==> src/rtl/pc_fetch_unit.sv <==
//------------------------------------------------------------------------------
// pc_fetch_unit : 64-bit PC plus single-outstanding instruction fetch stage.
// Optional ack-timeout logic is enabled by defining FETCH_TIMEOUT_EN.
// Revision 1.0 : initial release
//------------------------------------------------------------------------------
`default_nettype none
`timescale 1ns/1ps

module pc_fetch_unit #(
  parameter int                  PC_WIDTH        = 64,
  parameter int                  IMEM_ADDR_WIDTH = 10,
  parameter logic [PC_WIDTH-1:0] RESET_VECTOR    = '0,
  parameter int                  TIMEOUT_CYCLES  = 16
) (
  input  logic                       clk,
  input  logic                       rst,
  input  logic [1:0]                 PS,
  input  logic [PC_WIDTH-1:0]        PC_in,
  input  logic [PC_WIDTH-1:0]        br_offset,
  output logic                       imem_req,
  output logic [IMEM_ADDR_WIDTH-1:0] imem_addr,
  input  logic                       imem_ack,
  input  logic [31:0]                imem_rdata,
  output logic [31:0]                IR,
  output logic                       ir_valid,
  input  logic                       ir_ready,
  output logic [PC_WIDTH-1:0]        PC,
  output logic [PC_WIDTH-1:0]        PC4,
  output logic                       fetch_err
);

  localparam logic [PC_WIDTH-1:0] c_PC_STEP = PC_WIDTH'(4);

  typedef enum logic [1:0] {
    S_IDLE  = 2'd0,
    S_FETCH = 2'd1,
    S_HOLD  = 2'd2
  } state_t;

  state_t              r_state;
  state_t              w_state_nxt;
  logic [PC_WIDTH-1:0] r_pc;
  logic [PC_WIDTH-1:0] w_pc_nxt;
  logic [31:0]         r_ir;
  logic                w_capture;
  logic                w_timeout;
  logic                w_advance;
  logic                w_unused_bits;

`ifdef FETCH_TIMEOUT_EN
  localparam int                 c_CNT_W        = $clog2(TIMEOUT_CYCLES + 1);
  localparam logic [c_CNT_W-1:0] c_TIMEOUT_LAST = c_CNT_W'(TIMEOUT_CYCLES - 1);

  logic [c_CNT_W-1:0] r_wait_cnt;
  logic               r_err;

  // Counter is held at zero outside FETCH, so it is clear on every entry.
  always_ff @(posedge clk) begin
    if (!rst || (r_state != S_FETCH)) begin
      r_wait_cnt <= '0;
    end else if (!imem_ack) begin
      r_wait_cnt <= r_wait_cnt + c_CNT_W'(1);
    end
  end

  always_ff @(posedge clk) begin
    if (!rst) begin
      r_err <= 1'b0;
    end else if (w_timeout) begin
      r_err <= 1'b1;
    end
  end

  assign fetch_err     = r_err;
  assign w_unused_bits = ^{PC_in[1:0], br_offset[PC_WIDTH-1:PC_WIDTH-2]};
`else
  assign fetch_err     = 1'b0;
  assign w_unused_bits = ^{PC_in[1:0], br_offset[PC_WIDTH-1:PC_WIDTH-2]} ^ (TIMEOUT_CYCLES > 0);
`endif

  always_ff @(posedge clk) begin
    if (!rst) begin
      r_state <= S_IDLE;
    end else begin
      r_state <= w_state_nxt;
    end
  end

  always_comb begin
    w_state_nxt = r_state;
    w_capture   = 1'b0;
    w_timeout   = 1'b0;
    w_advance   = 1'b0;
    case (r_state)
      S_IDLE: w_state_nxt = S_FETCH;
      S_FETCH: begin
        if (imem_ack) begin
          w_capture   = 1'b1;
          w_state_nxt = S_HOLD;
        end
`ifdef FETCH_TIMEOUT_EN
        else if (r_wait_cnt == c_TIMEOUT_LAST) begin
          w_timeout   = 1'b1;
          w_state_nxt = S_HOLD;
        end
`endif
      end
      S_HOLD: begin
        if (ir_ready) begin
          w_advance   = 1'b1;
          w_state_nxt = S_FETCH;
        end
      end
      default: w_state_nxt = S_IDLE;
    endcase
  end

  // Branch offset is a word count, so it is scaled by 4 before the add.
  always_comb begin
    w_pc_nxt = r_pc;
    case (PS)
      2'b01:   w_pc_nxt = r_pc + c_PC_STEP;
      2'b10:   w_pc_nxt = {PC_in[PC_WIDTH-1:2], 2'b00};
      2'b11:   w_pc_nxt = r_pc + {br_offset[PC_WIDTH-3:0], 2'b00};
      default: w_pc_nxt = r_pc;
    endcase
  end

  always_ff @(posedge clk) begin
    if (!rst) begin
      r_pc <= RESET_VECTOR;
      r_ir <= 32'h0;
    end else begin
      if (w_capture) begin
        r_ir <= imem_rdata;
      end else if (w_timeout) begin
        r_ir <= 32'h0;
      end
      if (w_advance) begin
        r_pc <= w_pc_nxt;
      end
    end
  end

  assign imem_req  = (r_state == S_FETCH);
  assign ir_valid  = (r_state == S_HOLD);
  assign imem_addr = r_pc[IMEM_ADDR_WIDTH+1:2];
  assign IR        = r_ir;
  assign PC        = r_pc;
  assign PC4       = r_pc + c_PC_STEP;

endmodule

`default_nettype wire

==> config.mk <==
export PLATFORM = sky130hd
export DESIGN_NAME = pc_fetch_unit
export DESIGN_NICKNAME = d
export VERILOG_FILES = /design/src/rtl/pc_fetch_unit.sv
export SDC_FILE = /design/constraint.sdc
export NUM_CORES = 1
export LEC_CHECK = 0
export BUFFER_PORTS_ARGS = -buffer_cell sky130_fd_sc_hd__buf_4
export CAP_MARGIN = 20
export CELL_PAD_IN_SITES_DETAIL_PLACEMENT = 0
export CELL_PAD_IN_SITES_GLOBAL_PLACEMENT = 2
export CORE_MARGIN = 3
export CORE_UTILIZATION = 30
export DETAILED_ROUTE_END_ITERATION = 8
export GPL_ROUTABILITY_DRIVEN = 1
export PLACE_DENSITY_LB_ADDON = 0.25
export SLEW_MARGIN = 0
export SYNTH_ARGS = -nofsm -noshare
export SYNTH_HDL_FRONTEND = slang
export SYNTH_SLANG_ARGS = --single-unit
export TNS_END_PERCENT = 5
==> constraint.sdc <==
create_clock -name clk -period 7.6 [get_ports clk]
set_input_delay 0.76 -clock clk [delete_from_list [all_inputs] [get_ports clk]]
set_output_delay 0.76 -clock clk [all_outputs]
set_load 0.05 [all_outputs]
* Word-level counts from Yosys, hierarchy flattened
Index checks and enable logic that the tools add are counted.
Storage, ports and cells: bits in registers 98, logic and storage cells 24
Cells by class: add/subtract/negate cells 2, equal/unequal tests 7, muxes and demuxes 8, reduce and logical (&&, ||, !) cells 4
Operators by type and width (count):
- 64-bit one-hot mux with 3 select lines | 1
- 64-bit by 3-bit adder with 64-bit output, second input constant | 1
- 64-bit adder | 1
- 2-bit == test, second input constant | 3
- 2-bit one-hot mux with 3 select lines | 1
- 2-bit by 1-bit == test with 1-bit output, second input constant | 2
- 1-bit two-way mux | 4
- 2-bit two-way mux | 2
- 2-bit by 1-bit != test with 1-bit output, second input constant | 2
- 2-bit AND reduction | 2
- 3-bit nonzero test | 1
- 2-bit logical NOT | 1

* Logic depth before layout (Yosys ltp)
Gate-level depths: netlist (run 1).
depth in word-level cells 3, depth in mapped cells 12

* Worst setup path before layout (run 1)
OpenSTA, ideal clock, no wires.
path kind flip-flop to output port, start point register r_pc[3], in the netlist PC[3], end point output PC4[50], arrival time 3.151 ns, slack 3.689 ns, cell stages (with the launch flop) 10, cell sequence dfxtp_1 -> ha_1 -> nand2_1 -> nor3_2 -> nand3_1 -> nor2_1 -> nand2_1 -> nor2_1 -> nand3_1 -> xnor2_1
On the way: word-level cells in the longest chain between the ends 1
RTL lines:
- start, declared | line 42 | logic [PC_WIDTH-1:0] r_pc;
- start signal, assigned | line 140 | r_pc <= w_pc_nxt;
- 64-bit by 3-bit adder with 64-bit output | line 150 | assign PC4 = r_pc + c_PC_STEP;
- end, declared | line 28 | output logic [PC_WIDTH-1:0] PC4,
No other way between the ends.

* Worst setup path after layout (run 1)
start point register r_pc[4], in the netlist PC[4], end point output PC4[49]
Same word-level chain as after synthesis.

==> out/metrics.cfg, run 1 <==
[cells_and_area]
fin_nets=1830
layoutNonFillerInstCount=2041
syn2layout_area_growth_pct=30.1
insertedDiodeCount=0
drive_above_1_share_pct=25.3

[route]
post_drt_via_cell_ratio=5.44
wirelength_microns=42700
routedWlPerCell_microns=20.9
drt_iter0_drc=820
dr.pass1.iters=5
vias=11100
drcViolationCount=0
antenna_left=0

[floorplan]
ios=339
die-area_sq_um=34800
num_rows=65
die_w_microns=187
core-area_sq_um=31900
die_h_microns=187
initial_core_util_pct=30.7

[sta]
worstMarginPinSlew_ps=768
setup_ws_ps=2910
relSlewSlack_pct=48.7
finalMaxSlewViolations=0
post-route-period-util_pct=61.7
skew_ps=9.07
fmax_mhz=213
tns_ps=0
finalCriticalPeriod_ps=4690
setup_viol=0
rsz0062_at_grt=no
finalHoldViolCount=0

[setup_path]
cp_num_cells=8
crit_path_max_incr_delay_ps=640
crit_chain=nand3_2 > nor4_4 > nand2_2 > nor3_1 > nand2_1 > nor3_1 > xor2_1 > buf_4
worstRegToRegCells=10
cpLargestDelayFamily=simple AND/OR/NAND/NOR gates
r2r_slack_ps=3690
timing.rr.end=PC[63]
crit_path_end_kind=output port
crit_path_frequent_cell=nor3_1
reg2reg_from=PC[4]
worstSetupStartpointType=flop
critPathBufInv=1
slowest_stage=nor4_4
path_class=reg2out
worstPathRequired_ps=6840
worst-path-max-fanout=9
cp.arrival_ps=3930

[global_routing]
met3_usage_pct=2.93
grt_pass1_vias=10800
global_route.usage.met2_pct=38.9
met1_usage_pct=33.0
grt_usage_pct=23.5
grt-busiest-layer=met2
grt_max_degree=59
antenna_found_initial=1
grt_pass1_wl_microns=65500
grt_overflow=0

[power_and_ir_drop]
p_sw_share_pct=35.3
total_power_uw=1460
seq_power_share_pct=36.4
power-per-cell-area_nw_per_um2=115
p_int_uw=946
p_leak_uw=0.00568
p_comb_share_pct=28.9
clkPwrFrac_pct=34.7
net-switching-power_uw=516
ir_worst_vdd_mv=0.103

[outcome]
status=completed

[synthesis]
synth-edff-count=0
ys_types=96
synth_fa_ha_area_share_pct=8.13
synth_ff_type=dfxtp_1
synth-seq-cells=96
synthSimpleGateAreaFrac_pct=22.9
ys_seq_area_share_pct=19.6
yosysWarnings=0
synth-async-reset-ratio_pct=0
synth-compound-area-share_pct=31.5
synthMuxAreaShare_pct=1.59
synth.avg_cell_area_sq_um=7.33
synthCells=1335
synthesis.area_sq_um=9780
yosys.area_share.xor_xnor_pct=9.58
synth_top_family_by_area=compound AO/OA/AOI/OAI gates

[cts]
htree_levels=3
cts_repair_resize_count=0
cts_setup_buffers=0
cts_made_buffers=9
clkSinkCount=96
clk_pin_slew_ps=70
insertion_delay_ps=360
clockBufferDepth=2
cts_tree=built
root_buffer=clkbuf_16
postCtsHoldBufs=0

[min_path]
min_from=IR[6]
hold_depth=2
hold_class=reg2reg
holdPathEnd=IR[6]

[place]
placed_cells=2024
dp_hpwl_microns=33000
port_buffers=329
gp_congestion=0.888
dp_slack_ps=3360

[run]
max-cap-violations=0

[power by group through the flow]
stage               Combinational [uW]  Clock, uW  Sequential, uW
detailed placement                 420          0             544
global route                       456        537             534
floorplan                          219          0             585
CTS                                422        525             532
finish                             423        507             532
global placement                   421          0             544
[Yosys cell counts (10+ instances only)]
cell type  number  area, sq um
a211oi_1       12         90.1
a21boi_0       42          315
a21o_1         31          233
a21oi_1       126          631
a22oi_1        10         75.1
a31oi_1        24          150
and2_1         14         87.6
and3_1         14         87.6
buf_4          19          143
clkbuf_1       52          195
dfxtp_1        96         1920
ha_1           62          776
inv_1          37          139
mux2i_1        11          110
nand2_1       182          683
nand3_1        43          215
nand4_1        30          188
nor2_1         79          297
nor2b_1        13         81.3
nor3_1         33          165
o211ai_1       11         82.6
o21ai_0        99          495
o21bai_1       18          135
xnor2_1        72          631
xor2_1         35          307
[kinds of logic after synthesis]
group	after synthesis
fa+ha+maj	63
mux	15
compound gates	465
simple gates	461
other cells	1
buf+inv	127
flops	96
xor+xnor	107
[final cells by class]
cell class / instances / area [sq um]
Inverter: 38 / 143
Timing Repair Buffer: 340 / 2570
Sequential cell: 96 / 1920
Fill cell: 3408 / 19200
Tap cell: 435 / 544
Clock inverter: 5 / 63.8
Multi-Input combinational cell: 1116 / 7240
Clock buffer: 11 / 243
[stage by stage]
step	instance area [sq um]	util, %	hold WS (ps)
3_3_place_gp	12400	38.9	451
5_1_grt	12700	39.9	488
4_1_cts	12700	39.9	470
3_5_place_dp	12400	38.9	459
2_1_floorplan	9800	-	521
6_report	12700	39.9	466
[cells in the final DEF, fill, tap and decap left out, types with 12 or more instances in the layout]
cell / synthesis / routed
nand2_1: 182 / 182
dfxtp_1: 96 / 96
a21o_1: 31 / 31
nor2_1: 79 / 77
nand3_1: 43 / 43
and3_1: 14 / 14
xnor2_1: 72 / 72
a21oi_1: 126 / 126
o21bai_1: 18 / 18
a211oi_1: 12 / 12
nor2b_1: 13 / 13
a21boi_0: 42 / 42
inv_1: 37 / 37
nor3_1: 33 / 33
and2_1: 14 / 14
buf_4: 19 / 338
o21ai_0: 99 / 99
ha_1: 62 / 62
xor2_1: 35 / 35
nand4_1: 30 / 30
a31oi_1: 24 / 24
[registers in the layout, indices dropped and copies added, names as in the netlist]
name,count
r_state,2
PC,62
IR,32
[routing by layer]
metal	part of all wire, %	vias to the layer above
met3	5.7	33
met4	1.2	0
met1	47	5287
li1	-	5390
met2	46	403
met5	0	-
[worst register-to-register path, stage by stage, from the launching register on]
cell	delay (ps)
dfxtp_1	590
nand3_2	240
nor4_4	640
nand4_1	660
nor3_1	590
nand3_1	150
xnor2_1	160
o21ai_0	240
nand2_1	100
and4b_1	230
a311oi_1	220
[worst max-delay path by stage]
stage,start,endpoint,slack (ps)
after floorplan,PC[3],PC4[50],3690
after global placement,PC[2],PC4[49],3380
after detailed placement,PC[2],PC4[49],3360
after CTS,PC[2],PC4[49],2940
after global routing,PC[3],PC4[58],2700
final,PC[4],PC4[49],2910
(Power assumes the default switching activity.)
==> run 2, diff against run 1 <==
--- a/config.mk
+++ b/config.mk
@@ -10,7 +10,7 @@
 export CELL_PAD_IN_SITES_DETAIL_PLACEMENT = 0
 export CELL_PAD_IN_SITES_GLOBAL_PLACEMENT = 2
 export CORE_MARGIN = 3
-export CORE_UTILIZATION = 30
+export CORE_UTILIZATION = 25
 export DETAILED_ROUTE_END_ITERATION = 8
 export GPL_ROUTABILITY_DRIVEN = 1
 export PLACE_DENSITY_LB_ADDON = 0.25
==> constraint.sdc (replaced) <==
create_clock -name clk -period 4.1 [get_ports clk]
set_input_delay 0.41 -clock clk [delete_from_list [all_inputs] [get_ports clk]]
set_output_delay 0.41 -clock clk [all_outputs]
set_load 0.05 [all_outputs]
==> out/metrics.cfg, run 2 (synthesis results as in run 1) <==
[outcome]
status=completed

[setup_path]
timing.rr.end=PC[60]
critPathBufInv=3  ; +2
crit_chain=ha_1 > nand2_1 > nor3_2 > buf_4 > and3_1 > nand2_1 > nor2_1 > buf_4 > xor2_1 > buf_4
worst-path-max-fanout=9  ; unchanged
crit_path_max_incr_delay_ps=550  ; -90 ps
cpLargestDelayFamily=simple AND/OR/NAND/NOR gates
cp.arrival_ps=3330  ; -600 ps
worstSetupStartpointType=flop
reg2reg_from=PC[2]
slowest_stage=dfxtp_1
worstPathRequired_ps=3690  ; -3150 ps
crit_path_end_kind=output port
r2r_slack_ps=520  ; -3170 ps
path_class=reg2out
worstRegToRegCells=12  ; +2
crit_path_frequent_cell=buf_4

[cts]
clkSinkCount=96  ; unchanged
cts_tree=built
postCtsHoldBufs=0  ; unchanged
cts_repair_resize_count=0  ; unchanged
cts_made_buffers=9  ; unchanged
cts_setup_buffers=0  ; unchanged
root_buffer=clkbuf_16
clk_pin_slew_ps=80  ; about the same
clockBufferDepth=2  ; unchanged
insertion_delay_ps=390  ; +30 ps
htree_levels=3  ; unchanged

[sta]
setup_viol=0  ; unchanged
tns_ps=0  ; unchanged
finalMaxSlewViolations=0  ; unchanged
worstMarginPinSlew_ps=660  ; -108 ps
rsz0062_at_grt=no
finalCriticalPeriod_ps=3740
finalHoldViolCount=0  ; unchanged
fmax_mhz=267
relSlewSlack_pct=55.8  ; +7.2 points
skew_ps=12.2  ; +3.10 ps
post-route-period-util_pct=91.2

[cells_and_area]
syn2layout_area_growth_pct=33.5
insertedDiodeCount=0  ; unchanged
fin_nets=1851  ; +1.1%
mostFrequentLayoutCell=buf_4
fillCellCount=4154  ; +22%
drive_above_1_share_pct=26.3  ; +0.98 points
layoutNonFillerInstCount=2137  ; +4.7%
layout_common_cells=buf_4, nand2_1, a21oi_1, o21ai_0, dfxtp_1
largest_reg_flops=62  ; unchanged

[min_path]
min_from=imem_rdata[5]
hold_class=in2reg
holdPathEnd=IR[5]
hold_depth=3  ; +1

[floorplan]
die_w_microns=204  ; +9.2%
initial_core_util_pct=25.7  ; -5.0 points
num_rows=71  ; +9.2%
die_h_microns=204  ; +9.2%
die-area_sq_um=41500  ; +19%
ios=339  ; unchanged
core-area_sq_um=38100  ; +20%

[global_routing]
grt_pass1_wl_microns=67900  ; +3.6%
grt_overflow=0  ; unchanged
grt_usage_pct=21.2  ; -2.3 points
grt_pass1_vias=10900  ; +0.78%
antenna_found_initial=1  ; unchanged
grt_max_degree=57  ; -3.4%

[place]
dp_hpwl_microns=35800  ; +8.5%
port_buffers=329  ; unchanged
placed_cells=2122  ; +4.8%
gp_congestion=0.836  ; -5.8%

[route]
routedWlPerCell_microns=21.4  ; +2.0%
drcViolationCount=0  ; unchanged
dr.pass1.iters=7  ; +2
wirelength_microns=45600  ; +6.8%
vias=11100  ; +0.13%
drt_iter0_drc=679  ; -17%
post_drt_via_cell_ratio=5.21  ; -4.4%
antenna_left=0  ; unchanged

[power_and_ir_drop]
seq_power_share_pct=34.1  ; -2.3 points
p_int_uw=1920  ; +100%
p_sw_share_pct=33.5  ; -1.8 points
p_comb_share_pct=27.6  ; -1.3 points
p_leak_uw=0.00582  ; +2.5%
clkPwrFrac_pct=38.3  ; +3.6 points
net-switching-power_uw=970  ; +88%
power-per-cell-area_nw_per_um2=221  ; +93%
ir_worst_vdd_mv=0.181  ; +75%

[run]
max-cap-violations=0  ; unchanged

## run 2: worst reg2reg max path, cell delays in order (launching register included)
cell	delay (ps)
dfxtp_1	430
ha_1	270
fa_1	410
a21o_2	230
a221o_1	350
a211oi_2	420
a31oi_4	200
nand4_4	170
a211oi_2	120
o21ai_0	400
a31oi_1	130
nand3b_1	210
a31oi_1	170
## run 2: power groups by stage
stage	clock, uW	combinational, uW	sequential [uW]
global route	1180	862	990
floorplan	0	405	1090
CTS	1150	803	985
global placement	0	793	1010
detailed placement	0	799	1010
finish	1110	798	985
## run 2: layout make-up
type | count | area [sq um] | area share (%)
clock buffer | 9 | 225 | 1.72
tap | 511 | 639 | 4.90
multi-input combinational | 1116 | 7240 | 55.5
clock inverter | 6 | 138 | 1.05
inverter | 38 | 143 | 1.09
sequential | 96 | 1920 | 14.7
timing repair buffer | 361 | 2750 | 21.1
## run 2: per-layer routing
metal	vias up	track usage [%]	routed length, microns
li1	5433	-	-
met1	5337	29.8	22200
met2	338	34.7	20800
met3	20	3.52	2090
met4	0	3.83	529
met5	-	0	0
## run 2: worst max-delay path by stage
stage,startpoint,to,slack (ps),depth (start not counted)
after detailed placement,br_offset[0],PC[60],520,13
after floorplan,PC[3],PC[40],490,10
final,PC[2],PC4[52],360,10
after global placement,br_offset[20],PC[61],520,12
after CTS,PC[2],PC4[52],280,10
after global routing,PC[2],PC4[62],120,11
## run 2: per-stage QoR
| stage | power [uW] | instance area [sq um] | setup WS [ps] | utilization (%) | hold WS, ps |
|---|---|---|---|---|---|
| 3_3_place_gp | 1800 | 12600 | 522 | 33.2 | 453 |
| 4_1_cts | 2940 | 13100 | 277 | 34.3 | 251 |
| 5_1_grt | 3030 | 13100 | 120 | 34.3 | 265 |
| 3_5_place_dp | 1810 | 12700 | 519 | 33.3 | 460 |
| 6_report | 2890 | 13100 | 360 | 34.3 | 281 |
| 2_1_floorplan | 1490 | 9800 | 488 | - | 521 |
==> run 3, diff against run 2 <==
--- a/config.mk
+++ b/config.mk
@@ -5,8 +5,8 @@
 export SDC_FILE = /design/constraint.sdc
 export NUM_CORES = 1
 export LEC_CHECK = 0
-export BUFFER_PORTS_ARGS = -buffer_cell sky130_fd_sc_hd__buf_4
-export CAP_MARGIN = 20
+export BUFFER_PORTS_ARGS = -buffer_cell sky130_fd_sc_hd__buf_2
+export CAP_MARGIN = 30
 export CELL_PAD_IN_SITES_DETAIL_PLACEMENT = 0
 export CELL_PAD_IN_SITES_GLOBAL_PLACEMENT = 2
 export CORE_MARGIN = 3
==> out/metrics.cfg, run 3 (synthesis results as in run 1) <==
[cts]
htree_levels=3  ; unchanged
insertion_delay_ps=380  ; about the same
clockBufferDepth=2  ; unchanged
clk_pin_slew_ps=80  ; about the same
cts_repair_resize_count=0  ; unchanged
postCtsHoldBufs=0  ; unchanged
clkSinkCount=96  ; unchanged
cts_setup_buffers=0  ; unchanged
cts_tree=built
root_buffer=clkbuf_16
cts_made_buffers=9  ; unchanged

[setup_path]
cp.arrival_ps=3450  ; +120 ps
worstRegToRegCells=12  ; unchanged
crit_path_max_incr_delay_ps=530  ; -20 ps
reg2reg_from=PC[2]
r2r_slack_ps=470  ; -50 ps
slowest_stage=dfxtp_1
path_class=reg2out
worstSetupStartpointType=flop
worstPathRequired_ps=3690  ; about the same
timing.rr.end=PC[60]
crit_path_end_kind=output port
crit_chain=ha_2 > nand2_1 > nor3_4 > and3_1 > nand2_1 > nor2_1 > buf_4 > xor2_1 > buf_2
worst-path-max-fanout=8  ; -1
crit_path_frequent_cell=nand2_1

[min_path]
hold_depth=3  ; unchanged
min_from=imem_rdata[28]
holdPathEnd=IR[28]
hold_class=in2reg

[cells_and_area]
fin_nets=1850  ; -0.054%
fillCellCount=4285  ; +3.2%
drive_above_1_share_pct=26.4  ; +0.12 points
layout_common_cells=buf_2, nand2_1, a21oi_1, o21ai_0, dfxtp_1
largest_reg_flops=62  ; unchanged
syn2layout_area_growth_pct=24.6
mostFrequentLayoutCell=buf_2
layoutNonFillerInstCount=2138  ; +0.047%
utilization_pct=32.0  ; -2.3 points
seqCellArea_sq_um=1920  ; about the same
multi_input_area_sq_um=7250  ; +0.12%

[outcome]
status=completed

[place]
placed_cells=2121  ; -0.047%
dp_hpwl_microns=35300  ; -1.2%
port_buffers=329  ; unchanged
gp_congestion=0.836  ; about the same

[sta]
finalHoldViolCount=0  ; unchanged
tns_ps=0  ; unchanged
post-route-period-util_pct=94.2  ; +3.0 points
rsz0062_at_grt=no
skew_ps=6.25  ; -5.92 ps
finalCriticalPeriod_ps=3860  ; +122 ps
worstMarginPinSlew_ps=672  ; +11.9 ps
finalMaxSlewViolations=0  ; unchanged
setup_viol=0  ; unchanged
relSlewSlack_pct=55.2  ; -0.63 points
fmax_mhz=259  ; -3.2%

[global_routing]
grt_overflow=0  ; unchanged
grt_pass1_wl_microns=67800  ; about the same
grt_pass1_vias=11000  ; +0.60%
grt_usage_pct=21.0  ; -0.18 points
grt_max_degree=76  ; +33%
antenna_found_initial=1  ; unchanged

[power_and_ir_drop]
ir_worst_vdd_mv=0.194  ; +6.9%
power-per-cell-area_nw_per_um2=216  ; -2.4%
p_leak_uw=0.00568  ; -2.6%

[floorplan]
core-area_sq_um=38100  ; unchanged
initial_core_util_pct=25.7  ; unchanged
die-area_sq_um=41500  ; unchanged
num_rows=71  ; unchanged
die_h_microns=204  ; unchanged
ios=339  ; unchanged
die_w_microns=204  ; unchanged

[route]
routedWlPerCell_microns=21.1  ; -1.4%
dr.pass1.iters=5  ; -2
post_drt_via_cell_ratio=5.17  ; -0.64%
vias=11100  ; -0.59%
drt_iter0_drc=593  ; -13%
drcViolationCount=0  ; unchanged
wirelength_microns=45000  ; -1.3%
antenna_left=0  ; unchanged

[run]
max-cap-violations=0  ; unchanged

-- run 3: changes by cell type in the layout (fill, tap and decap cells not counted), moves of 2 or more --
cell | before | now
buf_12 | 0 | 2
buf_2 | 0 | 329
buf_4 | 359 | 27
bufinv_16 | 4 | 0
clkinv_4 | 0 | 2
inv_8 | 0 | 2
-- run 3: cell type report --
class	instances	share of cell area [%]
diodes	1	0.0205
clock buffers	10	1.96
clock inverters	6	0.472
inverters	38	1.17
multi-input cells	1116	59.5
flip-flops and latches	96	15.8
well taps	511	5.25
repair buffers	360	15.8
-- run 3: how the worst max path moves through the flow --
stage,from,to,slack [ps],depth (start not counted)
3_3_place_gp,PC[2],PC4[52],510,9
4_1_cts,PC[2],PC4[52],20,9
6_report,PC[3],PC4[52],240,9
2_1_floorplan,PC[3],PC[40],490,10
5_1_grt,PC[3],PC4[62],30,10
3_5_place_dp,PC[2],PC4[52],460,9
-- run 3: where the power goes --
group	switching [uW]	internal, uW
Clock	468	445
Sequential	26.6	957
Combinational	493	242
Total	987	1640
-- run 3: metal layers --
| metal | GRT usage [%] | vias to the layer above | share of wire (%) | wire (microns) |
|---|---|---|---|---|
| li1 | - | 5414 | - | - |
| met1 | 28.8 | 5276 | 47 | 21300 |
| met2 | 34.7 | 347 | 46 | 20500 |
| met3 | 3.71 | 25 | 5.7 | 2580 |
| met4 | 4.47 | 0 | 1.5 | 689 |
| met5 | 0 | - | 0 | 0 |
-- run 3: critical path, delay by kind of cell, from the launching register on --
kind                       cells  cell delay [ps]
and+or+nand+nor                5             1260
xor gates and xnor gates       1              370
buffers and inverters          2              540
adders and majority gates      1              360
DFF                            1              530
-- run 3: stage by stage --
step / setup WS, ps / cell area [sq um] / power (uW) / hold slack (ps)
6_report: 238 / 12200 / 2630 / 279
5_1_grt: 28.3 / 12200 / 2780 / 265
4_1_cts: 21.1 / 12200 / 2680 / 250
3_5_place_dp: 460 / 11900 / 1740 / 454
3_3_place_gp: 512 / 11800 / 1740 / 449
2_1_floorplan: 488 / 9800 / 1490 / 521
